--- src/rtl/video_timing.sv ---
// Raster timing generator: horizontal/vertical counters, blanking, syncs,
// frame-latched flip and the vertical-blank NMI, all registered and coincident.
module video_timing #(
    parameter int unsigned H_TOTAL     = 768,
    parameter int unsigned H_ACTIVE    = 512,
    parameter int unsigned HS_START    = 608,
    parameter int unsigned HS_END      = 672,
    parameter int unsigned V_TOTAL     = 264,
    parameter int unsigned V_ACT_START = 16,
    parameter int unsigned V_ACT_END   = 240,
    parameter int unsigned VS_START    = 248,
    parameter int unsigned VS_END      = 256
) (
    input  logic       clk,
    input  logic       rst,
    input  logic       flip_ena,
    input  logic       nmi_ena,
    output logic [9:0] htiming,
    output logic [8:0] vtiming,
    output logic [7:0] vtiming_f,
    output logic       flip_lat,
    output logic       hblank,
    output logic       vblank,
    output logic       cmpblk,
    output logic       hsync_n,
    output logic       vsync_n,
    output logic       line_start,
    output logic       frame_start,
    output logic       nmi_n
);

    typedef enum logic {
        NMI_IDLE = 1'b0,
        NMI_PEND = 1'b1
    } nmi_state_t;

    logic [9:0] r_htiming;
    logic [8:0] r_vtiming;
    logic [7:0] r_vtiming_f;
    logic       r_flip_lat;
    logic       r_hblank;
    logic       r_vblank;
    logic       r_cmpblk;
    logic       r_hsync_n;
    logic       r_vsync_n;
    logic       r_line_start;
    logic       r_frame_start;
    nmi_state_t r_nmi_state;

    logic [9:0] w_h_next;
    logic [8:0] w_v_next;
    logic       w_h_wrap;
    logic       w_line;
    logic       w_frame;
    logic       w_flip_next;
    logic       w_vblank_rise;
    logic       w_hblank_next;
    logic       w_vblank_next;
    nmi_state_t w_nmi_next;

    // Decode works on the next-state counters so every registered output
    // lines up with the counter value it is shown alongside.
    always_comb begin
        // NOTE: every signal gets a default first so no path can infer a latch.
        w_h_wrap = (r_htiming == 10'(H_TOTAL - 1));
        w_h_next = w_h_wrap ? 10'd0 : r_htiming + 10'd1;
        w_v_next = r_vtiming;
        if (w_h_wrap) begin
            w_v_next = (r_vtiming == 9'(V_TOTAL - 1)) ? 9'd0 : r_vtiming + 9'd1;
        end
        w_line        = (w_h_next == 10'd0);
        w_frame       = w_line && (w_v_next == 9'd0);
        w_flip_next   = w_frame ? flip_ena : r_flip_lat;
        w_vblank_rise = w_line && (w_v_next == 9'(V_ACT_END));
        w_hblank_next = (w_h_next >= 10'(H_ACTIVE));
        w_vblank_next = (w_v_next < 9'(V_ACT_START)) || (w_v_next >= 9'(V_ACT_END));
    end

    always_ff @(posedge clk) begin
        // NOTE: non-blocking assignments keep all state updates simultaneous.
        if (rst) begin
            r_htiming     <= '0;
            r_vtiming     <= '0;
            r_vtiming_f   <= '0;
            r_flip_lat    <= 1'b0;
            r_hblank      <= 1'b0;
            r_vblank      <= 1'b1;
            r_cmpblk      <= 1'b1;
            r_hsync_n     <= 1'b1;
            r_vsync_n     <= 1'b1;
            r_line_start  <= 1'b0;
            r_frame_start <= 1'b0;
        end else begin
            r_htiming     <= w_h_next;
            r_vtiming     <= w_v_next;
            r_vtiming_f   <= w_v_next[7:0] ^ {8{w_flip_next}};
            r_flip_lat    <= w_flip_next;
            r_hblank      <= w_hblank_next;
            r_vblank      <= w_vblank_next;
            r_cmpblk      <= w_hblank_next || w_vblank_next;
            r_hsync_n     <= !((w_h_next >= 10'(HS_START)) && (w_h_next < 10'(HS_END)));
            r_vsync_n     <= !((w_v_next >= 9'(VS_START)) && (w_v_next < 9'(VS_END)));
            r_line_start  <= w_line;
            r_frame_start <= w_frame;
        end
    end

    always_ff @(posedge clk) begin
        if (rst) begin
            r_nmi_state <= NMI_IDLE;
        end else begin
            r_nmi_state <= w_nmi_next;
        end
    end

    // A low mask always wins, even on the vblank-rise cycle itself.
    always_comb begin
        w_nmi_next = r_nmi_state;
        case (r_nmi_state)
            NMI_IDLE: if (nmi_ena && w_vblank_rise) w_nmi_next = NMI_PEND;
            NMI_PEND: if (!nmi_ena) w_nmi_next = NMI_IDLE;
            default:  w_nmi_next = NMI_IDLE;
        endcase
    end

    assign htiming     = r_htiming;
    assign vtiming     = r_vtiming;
    assign vtiming_f   = r_vtiming_f;
    assign flip_lat    = r_flip_lat;
    assign hblank      = r_hblank;
    assign vblank      = r_vblank;
    assign cmpblk      = r_cmpblk;
    assign hsync_n     = r_hsync_n;
    assign vsync_n     = r_vsync_n;
    assign line_start  = r_line_start;
    assign frame_start = r_frame_start;
    assign nmi_n       = (r_nmi_state != NMI_PEND);

endmodule

--- config.mk ---
export PLATFORM = sky130hd
export DESIGN_NAME = video_timing
export DESIGN_NICKNAME = d
export VERILOG_FILES = /design/src/rtl/video_timing.sv
export SDC_FILE = /design/constraint.sdc
export NUM_CORES = 1
export LEC_CHECK = 0
export ABC_AREA = 0
export ABC_CLOCK_PERIOD_IN_PS = 2400
export CORE_MARGIN = 3
export CORE_UTILIZATION = 53
export DETAILED_ROUTE_END_ITERATION = 12
export DONT_BUFFER_PORTS = 1
export PLACE_DENSITY = 0.79
export SYNTH_ARGS = -nofsm -noshare
export SYNTH_HDL_FRONTEND = slang
export SYNTH_SLANG_ARGS = --single-unit
--- constraint.sdc ---
create_clock -name clk -period 2.4 [get_ports clk]
set_input_delay 0.12 -clock clk [delete_from_list [all_inputs] [get_ports clk]]
set_output_delay 0.12 -clock clk [all_outputs]
set_load 0.01 [all_outputs]
* Yosys cells after proc, flatten, opt, wreduce, memory -nomap -nowiden *
Index checks and enable logic that the tools add are counted.

word-level totals
  register bits = 36
  latch bits = 0
  RAM bits = 0
  ROM bits = 0
  input bits = 4
  output and inout port bits = 36
  logic and storage cells = 44
  memories = 0

operators by class
  $add $sub $neg = 2
  multipliers = 0
  divide/modulo/power cells = 0
  magnitude comparators = 7
  equality and inequality tests = 3
  shifts and indexed selects = 0
  multiplexer cells = 7
  bitwise operators = 2
  reductions and logical operators = 11

operators by type and width
  kind                     number
  $ge A10 B10 Y1 const B   2
  $ge A9 B8 Y1 const B     2
  $mux W9                  2
  $add A10 B1 Y10 const B  1
  $eq A10 B10 Y1 const B   1
  $logic_not A10 Y1        1
  $lt A10 B10 Y1 const B   1
  $mux W10                 1
  $add A9 B1 Y9 const B    1
  $eq A9 B8 Y1 const B     1
  $eq A9 B9 Y1 const B     1
  $logic_not A9 Y1         1
  $lt A9 B5 Y1 const B     1
  $lt A9 B9 Y1 const B     1
  $xor A8 B8 Y8            1
  $logic_and A1 B1 Y1      5
  $mux W1                  3
  $logic_not A1 Y1         2
  $logic_or A1 B1 Y1       2
  $pmux W1 S2              1
  $not A1 Y1               1

* Depth between registers and ports, before layout *
Gate-level depths: netlist of the first run.

  word-level depth = 8
  gate-level depth with buffers = 9

* Least setup slack after synthesis of the first run *
Ideal clock, no wire load.

  kind = register to register
  start = register r_htiming[0], in the netlist htiming[0]
  end = register r_vsync_n, in the netlist vsync_n
  setup time = 134 ps
  arrival time = 2586 ps
  data required time = 2266 ps
  slack = -320 ps
  stages on the path, launching flop included = 9
  path through = dfxtp_1 ha_1 nand3_1 or3_1 buf_2 or3_1 a211o_1 or2_1 or4_1

between the ends
  longest elaborated chain between the ends = 5
  elaborated cells between the ends (all ways) = 6

RTL lines
  element                                       line  source
  start: declaration                            37    logic [9:0] r_htiming;
  start signal: assignment                      94    r_htiming <= w_h_next;
  $eq A10 B10 Y1 (*)                            65    w_h_wrap = (r_htiming == 10'(H_TOTAL - 1));
  $mux W9 (*)                                   68    if (w_h_wrap) begin
  $ge A9 B8 Y1 or $lt A9 B9 Y1 (tied branches)  102   r_vsync_n <= !((w_v_next >= 9'(VS_START)) && (w_v_next < 9'(VS_END)));
  $logic_and A1 B1 Y1 (*)                       102
  $logic_not A1 Y1 (*)                          102
  end signal: assignment                        102
  end: declaration                              45    logic r_vsync_n;

Mark *: on every way between the ends. The rest lies on a longest branch, timed or not.
A chain may end at the register's enable or synchronous reset.

* Worst setup path in the final report of the first run *
  start = register r_vtiming[3], in the netlist vtiming[3]
  end = register r_vtiming_f[6], in the netlist vtiming_f[6]

between the ends
  longest elaborated chain between the ends = 7
  elaborated cells between the ends (all ways) = 8

RTL lines
  element                                        line  source
  start: declaration                             38    logic [8:0] r_vtiming;
  start signal: assignment                       95    r_vtiming <= w_v_next;
  $add A9 B1 Y9 or $eq A9 B9 Y1 (tied branches)  69    w_v_next = (r_vtiming == 9'(V_TOTAL - 1)) ? 9'd0 : r_vtiming + 9'd1;
  $mux W9                                        69
  $mux W9 (*)                                    68
  $logic_not A9 Y1                               72    w_frame = w_line && (w_v_next == 9'd0);
  $logic_and A1 B1 Y1                            72
  $mux W1                                        73    w_flip_next = w_frame ? flip_ena : r_flip_lat;
  $xor A8 B8 Y8 (*)                              96    r_vtiming_f <= w_v_next[7:0] ^ {8{w_flip_next}};
  end signal: assignment                         96
  end: declaration                               39    logic [7:0] r_vtiming_f;

Marked as above.

==> implementation parameters, run 1 <==
Parameter                              Value

Power
  Lkg Pwr ... between 1 and 1.5 nW
  Peak VDD IR ... approximately 0.00055 V
  Power per unit of standard cell area ... 400 nW/um2
  PnR Total Power ... approximately 0.0011 W

Clock network
  Clock tree from TritonCTS ... done
  Clock sinks ... 36
  Clock buffer depth ... 2
  Number of buffers added by the clock tree synthesis step ... 5
  Clock edge transition at the registers on the reported setup and hold paths ... around 120 ps
  Count of H-tree levels built during CTS ... 2
  Clock Latency Late Sink ... 350 ps
  CTS root buf ... sky130_fd_sc_hd__clkbuf_4

Detailed routing
  First drt pass iteration count ... 5
  Wirelength, routed ... around 7.4 mm
  DR iter-0 viols ... roughly 340
  Post-DR wirelength/cell ... roughly 23 um
  Drt via density ... approximately 6.7
  Via count ... 2206
  Number of remaining DRC errors ... 0
  Detail Route Antenna Nets ... 0

STA
  Measured slew at the worst slew-check pin ... 617 ps
  Final setup violation count ... 13
  Post-Route Setup TNS ... -1190 ps
  Final Hold Vio Count ... 15
  Pins over their slew limit ... 0
  Final critical-path required period ... 2570 ps
  Worst Clk Skew ... between 8 and 9 ps
  Worst rel slew slack ... 58.8%
  Final Cycle Share ... 107%
  RSZ-0062 raised after global routing ... yes
  Final-layout worst hold slack ... -184 ps
  Final critical-path setup slack ... -167 ps
  Achievable Freq ... 0.390 GHz

Placement
  Instance area after placement ... between 2000 and 2500 um2
  Post-DP HPWL ... 3.95 mm
  Port buffer count ... 0
  GPL Wtd Cong ... around 0.92
  Cell total after placement ... ~300

Setup path
  Arrival time at the worst endpoint ... about 2800 ps
  Critical path start-end classification ... reg -> reg
  Crit-path max FO ... 9
  Critical Path End Type ... flip-flop
  Endpoint required time on the critical path ... 2610 ps
  Startpoint class of the critical path ... flip-flop

Synth
  Share of synthesized area occupied by flip-flops and latches ... 39.3%
  Fraction of synthesis flops using an asynchronous set or reset pin ... 0%
  Synthesized instance count ... approximately 220
  Synth warnings ... 0
  Synth Flop Type ... sky130_fd_sc_hd__dfxtp_1
  Synth Net Count ... about 220
  Number of synthesized register bits ... 36
  Post-synthesis instance area ... roughly 1800 um2
  Number of flops mapped to enable cells by yosys ... 0
  Avg Inst Size Synth ... 8.52 um2
  Number of distinct library cells after synthesis ... between 40 and 50

Global routing
  Largest net degree at the start of global routing ... 37
  Busiest metal layer after global routing ... met2
  Met3 routing resource usage after global routing ... a little under 8%
  Number of antenna violations at the first check in global routing ... 0
  First-pass GRT wire length ... around 9.5 mm
  GRT Util Overall ... roughly 29%
  Routing usage on met2 ... 48.1%
  Remaining global-route overflow ... 0
  Met1 Usage GRT ... a little over a third
  Vias in the first global route ... about 2000

Floorplanning
  Initial Util ... approximately 58%
  Count of standard-cell rows ... 20
  Floorplan die area ... around 4200 um2
  Chip width ... between 60 and 70 um
  # IOs ... 40
  Floorplan Core Area ... 3180 um2
  Height of the die ... ~65 um

Layout
  Layout cell share with drive strength beyond 1 ... between 40% and 50%
  Util after Layout ... roughly 90%
  Fin nets ... approximately 290
  Area of all placed cells without fillers ... about 2800 um2
  Post-route non-filler standard cell count ... between 300 and 400
  Synthesis-to-layout area growth ... 54.8%
  Number of diodes ... 0

Flow run
  Count of maximum capacitance violations ... 0

Outcome
  Run status ... finished, violations left
  Failing checks ... negative hold slack, negative setup slack

Hold path
  Path class of the lowest-slack min-delay path ... in -> reg
## cell usage after synthesis, types with 2 or more instances
| cell | number | area, um2 |
|---|---|---|
| sky130_fd_sc_hd__dfxtp_1 | 36 | 721 |
| sky130_fd_sc_hd__nor2_1 | 15 | 56.3 |
| sky130_fd_sc_hd__clkbuf_1 | 11 | 41.3 |
| sky130_fd_sc_hd__inv_1 | 11 | 41.3 |
| sky130_fd_sc_hd__nand3_1 | 11 | 55.1 |
| sky130_fd_sc_hd__nand2_1 | 10 | 37.5 |
| sky130_fd_sc_hd__xnor2_1 | 9 | 78.8 |
| sky130_fd_sc_hd__nor3_1 | 8 | 40.0 |
| sky130_fd_sc_hd__nand2b_1 | 7 | 43.8 |
| sky130_fd_sc_hd__nor2b_1 | 7 | 43.8 |
| sky130_fd_sc_hd__or2_2 | 7 | 43.8 |
| sky130_fd_sc_hd__nand4_1 | 6 | 37.5 |
| sky130_fd_sc_hd__nor4_1 | 6 | 37.5 |
| sky130_fd_sc_hd__o311ai_1 | 6 | 52.6 |
| sky130_fd_sc_hd__o221ai_1 | 5 | 43.8 |
| sky130_fd_sc_hd__or3_1 | 5 | 31.3 |
| sky130_fd_sc_hd__a21oi_1 | 4 | 20.0 |
| sky130_fd_sc_hd__buf_2 | 4 | 20.0 |
| sky130_fd_sc_hd__o211ai_1 | 4 | 30.0 |
| sky130_fd_sc_hd__and3_1 | 3 | 18.8 |
| sky130_fd_sc_hd__o21ai_0 | 3 | 15.0 |
| sky130_fd_sc_hd__or4_1 | 3 | 22.5 |
| sky130_fd_sc_hd__a311oi_1 | 2 | 17.5 |
| sky130_fd_sc_hd__a31oi_1 | 2 | 12.5 |
| sky130_fd_sc_hd__and2_1 | 2 | 12.5 |
| sky130_fd_sc_hd__and4_1 | 2 | 17.5 |
| sky130_fd_sc_hd__ha_1 | 2 | 25.0 |
| sky130_fd_sc_hd__mux2i_1 | 2 | 20.0 |
| sky130_fd_sc_hd__nand4b_1 | 2 | 17.5 |
| sky130_fd_sc_hd__o2111ai_1 | 2 | 17.5 |
| sky130_fd_sc_hd__o31ai_1 | 2 | 15.0 |
| sky130_fd_sc_hd__xor2_1 | 2 | 17.5 |
## layer usage
layer	vias up	share of wire, %
li1	931	-
met1	1020	37
met2	202	47
met3	53	11
met4	0	4.7
met5	-	0
## cell type report
class	count	area [um2]
fill	143	343
tap	44	55.1
sequential	36	743
inverter	11	41.3
clock buffer	8	90.1
multi-input combinational	154	1280
timing repair buffer	74	628
## through the flow
| stage | worst slack, ps | hold slack [ps] |
|---|---|---|
| after floorplan | -91.1 | 225 |
| final | -167 | -184 |
| after detailed placement | -296 | 191 |
| after global routing | -503 | -188 |
| after global placement | -81.3 | 188 |
| after CTS | -13.8 | -176 |
## critical path: stages (launching register included)
cell and delay [ps]:
sky130_fd_sc_hd__dfxtp_2 430, sky130_fd_sc_hd__buf_4 170, sky130_fd_sc_hd__nand4_1 130, sky130_fd_sc_hd__or2_2 320, sky130_fd_sc_hd__or3_4 370, sky130_fd_sc_hd__buf_4 140
sky130_fd_sc_hd__nand4_1 170, sky130_fd_sc_hd__buf_6 180, sky130_fd_sc_hd__o31a_1 330, sky130_fd_sc_hd__o221ai_1 180
## worst paths after layout
kind               start      endpoint  slack (ps)  cells past startpoint
max           vtiming[3]  vtiming_f[6]        -170                      9
min                  rst      flip_lat        -180                      1
max reg2reg   vtiming[3]  vtiming_f[6]        -170                      9
min reg2reg  r_nmi_state   r_nmi_state         640                      3
## registers in the layout, summed over array words and instances, names as in the netlist
signal and flops:
cmpblk 1, flip_lat 1, frame_start 1, hblank 1
hsync_n 1, htiming 10, line_start 1, r_nmi_state 1
vblank 1, vsync_n 1, vtiming 9, vtiming_f 8
## report_power, final
group	internal (W)	total (W)	leakage, nW	switching (W)
logic	0.0000351	0.0000711	0.790	0.0000360
registers	0.000604	0.000613	0.297	0.00000922
clock network	0.000235	0.000451	0.0497	0.000216
## timing repair
item	CTS	global route
hold buffers	15	2
pin swaps	5	21
cloned	1	0
hold endpoints to repair	33	18
setup buffers	0	6
setup endpoints to repair	10	14
gates resized for setup	10	37
## logic make-up after synthesis
kind of cell,after synthesis,synth area share [%]
AO/OA/AOI/OAI,39,16.5
XOR/XNOR,11,5.26
adder cells (fa/ha/maj),2,1.37
buffers and inverters,26,5.60
flip-flops,36,39.3
multiplexers,3,1.71
AND/OR/NAND/NOR,98,30.2
## cell usage in the layout (no fill, tap or decap), types with 3 or more instances in the layout
cell type / synthesis / layout
sky130_fd_sc_hd__o221ai_2: 0 / 3
sky130_fd_sc_hd__nor4_4: 0 / 3
sky130_fd_sc_hd__o311ai_1: 6 / 5
sky130_fd_sc_hd__or3_4: 0 / 3
sky130_fd_sc_hd__a21oi_1: 4 / 3
sky130_fd_sc_hd__dfxtp_2: 0 / 9
sky130_fd_sc_hd__nor3_1: 8 / 7
sky130_fd_sc_hd__xnor2_1: 9 / 7
sky130_fd_sc_hd__nor2b_1: 7 / 7
sky130_fd_sc_hd__dfxtp_1: 36 / 24
sky130_fd_sc_hd__or2_2: 7 / 6
sky130_fd_sc_hd__nand4_1: 6 / 6
sky130_fd_sc_hd__nor2_1: 15 / 15
sky130_fd_sc_hd__buf_4: 0 / 49
sky130_fd_sc_hd__buf_6: 0 / 8
sky130_fd_sc_hd__inv_1: 11 / 11
sky130_fd_sc_hd__nor4_1: 6 / 3
sky130_fd_sc_hd__clkbuf_4: 0 / 5
sky130_fd_sc_hd__dfxtp_4: 0 / 3
sky130_fd_sc_hd__nand3_1: 11 / 8
sky130_fd_sc_hd__o211ai_1: 4 / 4
sky130_fd_sc_hd__nand2b_1: 7 / 7
sky130_fd_sc_hd__dlygate4sd3_1: 0 / 17
sky130_fd_sc_hd__nand2_1: 10 / 10
Note: power is estimated with default switching activity, not from simulation.
==> run 2: changes to the inputs <==
--- a/config.mk
+++ b/config.mk
@@ -7,11 +7,11 @@
 export LEC_CHECK = 0
 export ABC_AREA = 0
 export ABC_CLOCK_PERIOD_IN_PS = 2400
+export BUFFER_PORTS_ARGS = -buffer_cell sky130_fd_sc_hd__buf_4
 export CORE_MARGIN = 3
-export CORE_UTILIZATION = 53
+export CORE_UTILIZATION = 48
 export DETAILED_ROUTE_END_ITERATION = 12
-export DONT_BUFFER_PORTS = 1
-export PLACE_DENSITY = 0.79
+export PLACE_DENSITY = 0.83
 export SYNTH_ARGS = -nofsm -noshare
 export SYNTH_HDL_FRONTEND = slang
 export SYNTH_SLANG_ARGS = --single-unit
==> run 2 against run 1 <==
The run ends with negative setup slack left; combinational power grew 2.8%; via count is 5.7% lower; register-to-register slack better by 98 ps; worst setup slack gained 98 ps; clock-buffer cell count shrank 3; highest routed layer unchanged; hold slack improved by 250 ps; fmax up 4.0%; sequential share of layout area grew 0.14 points; cell area fell by 1.0%; critical endpoint is now vtiming_f[1].
==> implementation parameters, run 2 (same netlist as run 1, synthesis figures left out) <==
Parameter                              Value

Global routing
  Largest net degree at the start of global routing ... 37
  Remaining global-route overflow ... 0
  Vias in the first global route ... around 2000
  GRT Util Overall ... roughly 28%
  First-pass GRT wire length ... 9.49 mm
  Number of antenna violations at the first check in global routing ... 0

STA
  Worst rel slew slack ... about 68%
  RSZ-0062 raised after global routing ... yes
  Pins over their slew limit ... 0
  Final critical-path setup slack ... -68.8 ps
  Measured slew at the worst slew-check pin ... about 470 ps
  Final critical-path required period ... approximately 2500 ps
  Final-layout worst hold slack ... 63.3 ps
  Final Hold Vio Count ... 0
  Final setup violation count ... 10
  Post-Route Setup TNS ... -482 ps
  Achievable Freq ... approximately 0.41 GHz
  Final Cycle Share ... 103%
  Worst Clk Skew ... between 1.5 and 2 ps

Clock network
  CTS root buf ... sky130_fd_sc_hd__clkbuf_8
  Clock Latency Late Sink ... approximately 300 ps
  Clock tree from TritonCTS ... done
  Clock edge transition at the registers on the reported setup and hold paths ... roughly 80 ps
  Count of H-tree levels built during CTS ... 2
  Number of buffers added by the clock tree synthesis step ... 5
  Number of buffers inserted by hold repair at cts ... 0
  Clock sinks ... 36
  Clock buffer depth ... 2

Floorplanning
  Floorplan die area ... ~4600 um2
  # IOs ... 40
  Height of the die ... approximately 68 um
  Count of standard-cell rows ... 21
  Floorplan Core Area ... between 3000 and 4000 um2
  Chip width ... 67.8 um
  Initial Util ... ~52%

Power
  PnR Total Power ... 0.00124 W
  Peak VDD IR ... 0.000402 V
  Power per unit of standard cell area ... approximately 440 nW/um2
  Lkg Pwr ... 1.18 nW

Setup path
  Startpoint class of the critical path ... flip-flop
  Endpoint required time on the critical path ... between 2000 and 3000 ps
  Worst path cell trace ... ha_4, nand3_4, or3_4, or3_4, buf_4, nand4_1, buf_4, o31a_1, o221ai_1
  Slowest cell on crit path ... sky130_fd_sc_hd__or3_4
  Crit-path max FO ... 11
  Critical Path End Type ... flip-flop
  Critical path start-end classification ... reg -> reg
  Delay contributed by the slowest stage of the critical path ... roughly 420 ps
  Arrival time at the worst endpoint ... between 2000 and 3000 ps

Detailed routing
  Wirelength, routed ... between 5 and 6 mm
  Via count ... about 2100
  Drt via density ... 5.96
  Detail Route Antenna Nets ... 0
  Post-DR wirelength/cell ... approximately 17 um
  Number of remaining DRC errors ... 0
  First drt pass iteration count ... 4
  DR iter-0 viols ... 191

Layout
  Multi-input gate area in the final layout ... 1140 um2
  Max reg flops ... 10
  Fin nets ... ~310
  Layout cell share with drive strength beyond 1 ... between 40 and 50%
  Area of all placed cells without fillers ... 2810 um2
  Post-route non-filler standard cell count ... between 300 and 400
  Synthesis-to-layout area growth ... 53.2%
  Number of diodes ... 0
  Top library cells by usage in the layout, fill and taps aside ... sky130_fd_sc_hd__buf_4, sky130_fd_sc_hd__dfxtp_1, sky130_fd_sc_hd__nor2_1, sky130_fd_sc_hd__inv_1, sky130_fd_sc_hd__nand2_1
  Most common library cell in the layout ignoring fill and taps ... sky130_fd_sc_hd__buf_4
  Seq. cell area ... about 740 um2
  Fill cell count ... ~210

Outcome
  Run status ... finished, violations left
  Failing checks ... negative setup slack

Hold path
  Path class of the lowest-slack min-delay path ... in -> reg

Placement
  Post-DP HPWL ... between 3 and 4 mm
  GPL Wtd Cong ... approximately 0.95
  Instance area after placement ... 2570 um2
  Port buffer count ... 39
  Cell total after placement ... 335

Flow run
  Count of maximum capacitance violations ... 0
## run 2: changes by cell type in the layout (fill, tap and decap cells not counted), moves of 2 or more
cell,change
sky130_fd_sc_hd__clkbuf_4,-5
sky130_fd_sc_hd__o221ai_2,-3
sky130_fd_sc_hd__clkbuf_8,+3
sky130_fd_sc_hd__buf_6,-6
sky130_fd_sc_hd__dlygate4sd3_1,-17
sky130_fd_sc_hd__nor4_4,-2
sky130_fd_sc_hd__o221ai_1,+3
sky130_fd_sc_hd__xnor2_2,-2
sky130_fd_sc_hd__buf_4,+43
sky130_fd_sc_hd__xnor2_1,+2
## run 2: power by group
group / switching [W] / internal [W]
clock: 0.000242 / 0.000313
sequential: 0.00000688 / 0.000604
combinational: 0.0000393 / 0.0000338
total: 0.000289 / 0.000950
## run 2: final timing paths
path | slack, ps | end | depth (start not counted) | from
min | 60 | r_nmi_state | 2 | nmi_ena
max | -70 | vtiming_f[1] | 9 | htiming[1]
min reg2reg | 580 | r_nmi_state | 3 | r_nmi_state
max reg2reg | -70 | vtiming_f[1] | 9 | htiming[1]
## run 2: per-stage QoR
stage / setup slack (ps) / util, %
6_report: -68.8 / 80.3
5_1_grt: -140 / 80.3
4_1_cts: -2.43 / 79.0
3_5_place_dp: -132 / 73.6
3_3_place_gp: -84.6 / 73.6
2_1_floorplan: -91.1 / -
## run 2: area by class of cell
cell class | count | share of cell area [%]
multi-input combinational | 154 | 40.6
sequential | 36 | 26.3
timing repair buffer | 94 | 25.4
clock buffer | 5 | 2.45
tap | 46 | 2.05
clock inverter | 3 | 1.65
inverter | 11 | 1.47
## run 2: worst max-delay path, delay by kind of cell (launching register included)
kind / cells / cell delay [ps]
AND/OR/NAND/NOR: 4 / 1040
buffers and inverters: 2 / 390
AO/OA/AOI/OAI: 2 / 390
flip-flops: 1 / 360
adder cells (fa/ha/maj): 1 / 140
## run 2: layer usage
layer / global-route usage (%) / wire length [um]
met1: 34.3 / 2460
met2: 45.2 / 2900
met3: 7.49 / 372
met4: 13.9 / 151
met5: 0 / 0
## run 2: what timing repair did
action                     CTS  global route
setup endpoints to repair   10            11
resized for setup            8             8
setup buffers                3             2
pin swaps                    4             3
gates cloned                 1             0
==> run 3: changes to the inputs <==
--- a/config.mk
+++ b/config.mk
@@ -9,9 +9,9 @@
 export ABC_CLOCK_PERIOD_IN_PS = 2400
 export BUFFER_PORTS_ARGS = -buffer_cell sky130_fd_sc_hd__buf_4
 export CORE_MARGIN = 3
-export CORE_UTILIZATION = 48
+export CORE_UTILIZATION = 35
 export DETAILED_ROUTE_END_ITERATION = 12
-export PLACE_DENSITY = 0.83
+export PLACE_DENSITY = 0.66
 export SYNTH_ARGS = -nofsm -noshare
 export SYNTH_HDL_FRONTEND = slang
 export SYNTH_SLANG_ARGS = --single-unit
==> run 3 against run 2 <==
The run still ends with negative setup slack left; first-iteration DRC count down 30%; worst setup slack better by 7.9 ps; via count down 3.6%; cell count up 6.9%; critical path type unchanged; largest cell class unchanged; largest power group unchanged; highest routed layer unchanged.
==> implementation parameters, run 3 (same netlist as run 1, synthesis figures left out) <==
Parameter                              Value

Layout
  Max reg flops ... 10
  Number of diodes ... 0
  Area of all placed cells without fillers ... 2920 um2
  Layout cell share with drive strength beyond 1 ... between 40% and 50%
  Most common library cell in the layout ignoring fill and taps ... sky130_fd_sc_hd__buf_4
  Synthesis-to-layout area growth ... 59.4%
  Top library cells by usage in the layout, fill and taps aside ... sky130_fd_sc_hd__buf_4, sky130_fd_sc_hd__dfxtp_1, sky130_fd_sc_hd__nor2_1, sky130_fd_sc_hd__inv_1, sky130_fd_sc_hd__nand2_1
  Fin nets ... between 300 and 400

Power
  Lkg Pwr ... ~1.2 nW
  Relative contribution of the clock network to total power ... between 30% and 40%
  Power per unit of standard cell area ... 380 nW/um2
  Switching Power ... 0.000269 W
  Peak VDD IR ... ~0.00023 V
  Fraction of power spent switching nets ... 24.3%
  Sequential share of power ... 54.8%
  Internal Pwr Total ... 0.000841 W
  Comb power frac ... about 6.9%

Floorplanning
  Floorplan die area ... 6140 um2
  Chip width ... 78.3 um
  # IOs ... 40
  Floorplan Core Area ... about 5000 um2
  Height of the die ... between 70 and 80 um
  Count of standard-cell rows ... 25
  Initial Util ... between 30% and 40%

Clock network
  Number of buffers added by the clock tree synthesis step ... 5
  Count of H-tree levels built during CTS ... 2
  Clock tree from TritonCTS ... done
  CTS root buf ... sky130_fd_sc_hd__clkbuf_8
  Clock Latency Late Sink ... ~290 ps
  Clock sinks ... 36
  Clock buffer depth ... 2
  Clock edge transition at the registers on the reported setup and hold paths ... 70 ps

Setup path
  Delay contributed by the slowest stage of the critical path ... around 610 ps
  Cell class contributing the biggest share of worst-path delay ... simple AND/OR/NAND/NOR gates
  Slowest cell on crit path ... sky130_fd_sc_hd__or4_4
  Startpoint class of the critical path ... flip-flop
  Arrival time at the worst endpoint ... between 2000 and 3000 ps
  Critical Path End Type ... flip-flop
  Crit-path max FO ... 5
  Endpoint required time on the critical path ... between 2000 and 3000 ps
  Buffers & Inverters on Critical Path ... 0
  Worst path cell trace ... ha_4, or4b_4, a311oi_4, o2111ai_4, or4_4, a311oi_2
  Critical path start-end classification ... reg -> reg

Global routing
  GRT Util Overall ... 17.7%
  Vias in the first global route ... ~1800
  Remaining global-route overflow ... 0
  First-pass GRT wire length ... ~8.6 mm
  Number of antenna violations at the first check in global routing ... 0
  Largest net degree at the start of global routing ... 37

STA
  Final critical-path required period ... around 2500 ps
  Final critical-path setup slack ... -60.9 ps
  Pins over their slew limit ... 0
  Measured slew at the worst slew-check pin ... a little over 500 ps
  Final Hold Vio Count ... 0
  Worst rel slew slack ... between 60% and 70%
  Final Cycle Share ... 103%
  Post-Route Setup TNS ... -154 ps
  Final setup violation count ... 6
  Worst Clk Skew ... 4.85 ps
  Achievable Freq ... about 0.4 GHz
  RSZ-0062 raised after global routing ... yes

Detailed routing
  DR iter-0 viols ... roughly 130
  Number of remaining DRC errors ... 0
  Drt via density ... approximately 5.4
  Detail Route Antenna Nets ... 0
  First drt pass iteration count ... 4
  Wirelength, routed ... ~5.6 mm
  Post-DR wirelength/cell ... about 15 um
  Via count ... around 2000

Placement
  Post-DP HPWL ... 3.91 mm
  Instance area after placement ... ~2600 um2
  GPL Wtd Cong ... slightly below 0.9
  Port buffer count ... 39

Flow run
  Count of maximum capacitance violations ... 0

Outcome
  Run status ... finished, violations left
  Failing checks ... negative setup slack

Hold path
  Path class of the lowest-slack min-delay path ... in -> reg
## run 3: cell count changes in the layout (fill, tap and decap cells not counted), moves of 2 or more
cell and change:
sky130_fd_sc_hd__buf_6 +4, sky130_fd_sc_hd__o221ai_1 -3, sky130_fd_sc_hd__o221ai_2 +3, sky130_fd_sc_hd__clkinv_2 +2, sky130_fd_sc_hd__dfxtp_4 +2, sky130_fd_sc_hd__o311ai_1 -2, sky130_fd_sc_hd__o311ai_2 +2
## run 3: layout make-up
type                            count  area (um2)
Sequential cell                    36         746
Tap cell                           67        83.8
Timing Repair Buffer               97         751
Multi-Input combinational cell    154        1210
Clock buffer                        5        68.8
Fill cell                         439        1960
Clock inverter                      3        18.8
Inverter                           11        41.3
## run 3: layer usage
layer	GRT usage (%)	up-vias	routed length, um
li1	-	980	-
met1	23.5	945	2440
met2	29.2	70	2690
met3	3.21	11	354
met4	5.24	0	104
met5	0	-	0
## run 3: metrics by stage
stage	power (W)	setup slack [ps]	utilization (%)	cells	hold slack, ps
after floorplan	0.000661	-91.1	-	215	225
final	0.00111	-60.9	59.8	373	87.4
after global routing	0.00116	-139	59.8	373	86.8
after CTS	0.00112	10.8	56.0	364	78.9
after global placement	0.000695	-89.2	53.1	355	366
after detailed placement	0.000697	-212	53.1	355	384
## run 3: power by group through the flow
stage	Sequential, W	Combinational [W]	Clock [W]
CTS	0.000609	0.0000736	0.000441
floorplan	0.000631	0.0000297	0
global route	0.000609	0.0000835	0.000467
finish	0.000608	0.0000763	0.000426
detailed placement	0.000624	0.0000722	0
global placement	0.000624	0.0000710	0
## run 3: worst register-to-register path: stages (launching register included)
cell and delay (ps):
sky130_fd_sc_hd__dfxtp_4 360, sky130_fd_sc_hd__ha_4 160, sky130_fd_sc_hd__or4b_4 500, sky130_fd_sc_hd__a311oi_4 330, sky130_fd_sc_hd__o2111ai_4 160, sky130_fd_sc_hd__or4_4 610
sky130_fd_sc_hd__a311oi_2 250
## run 3: final timing paths
path | startpoint | endpoint | slack, ps | cells past startpoint
setup / recovery | vtiming[0] | vtiming_f[5] | -60 | 6
hold / removal | nmi_ena | r_nmi_state | 90 | 2
setup reg to reg | vtiming[0] | vtiming_f[5] | -60 | 6
hold reg to reg | htiming[0] | htiming[0] | 560 | 2
## run 3: repair_timing
action                                  CTS  global route
cloned                                    1             0
endpoints found under the setup margin   10            11
hold buffers                              0             0
buffers inserted                          0            10
pin swaps                                 5            10
gates resized for setup                  11            21
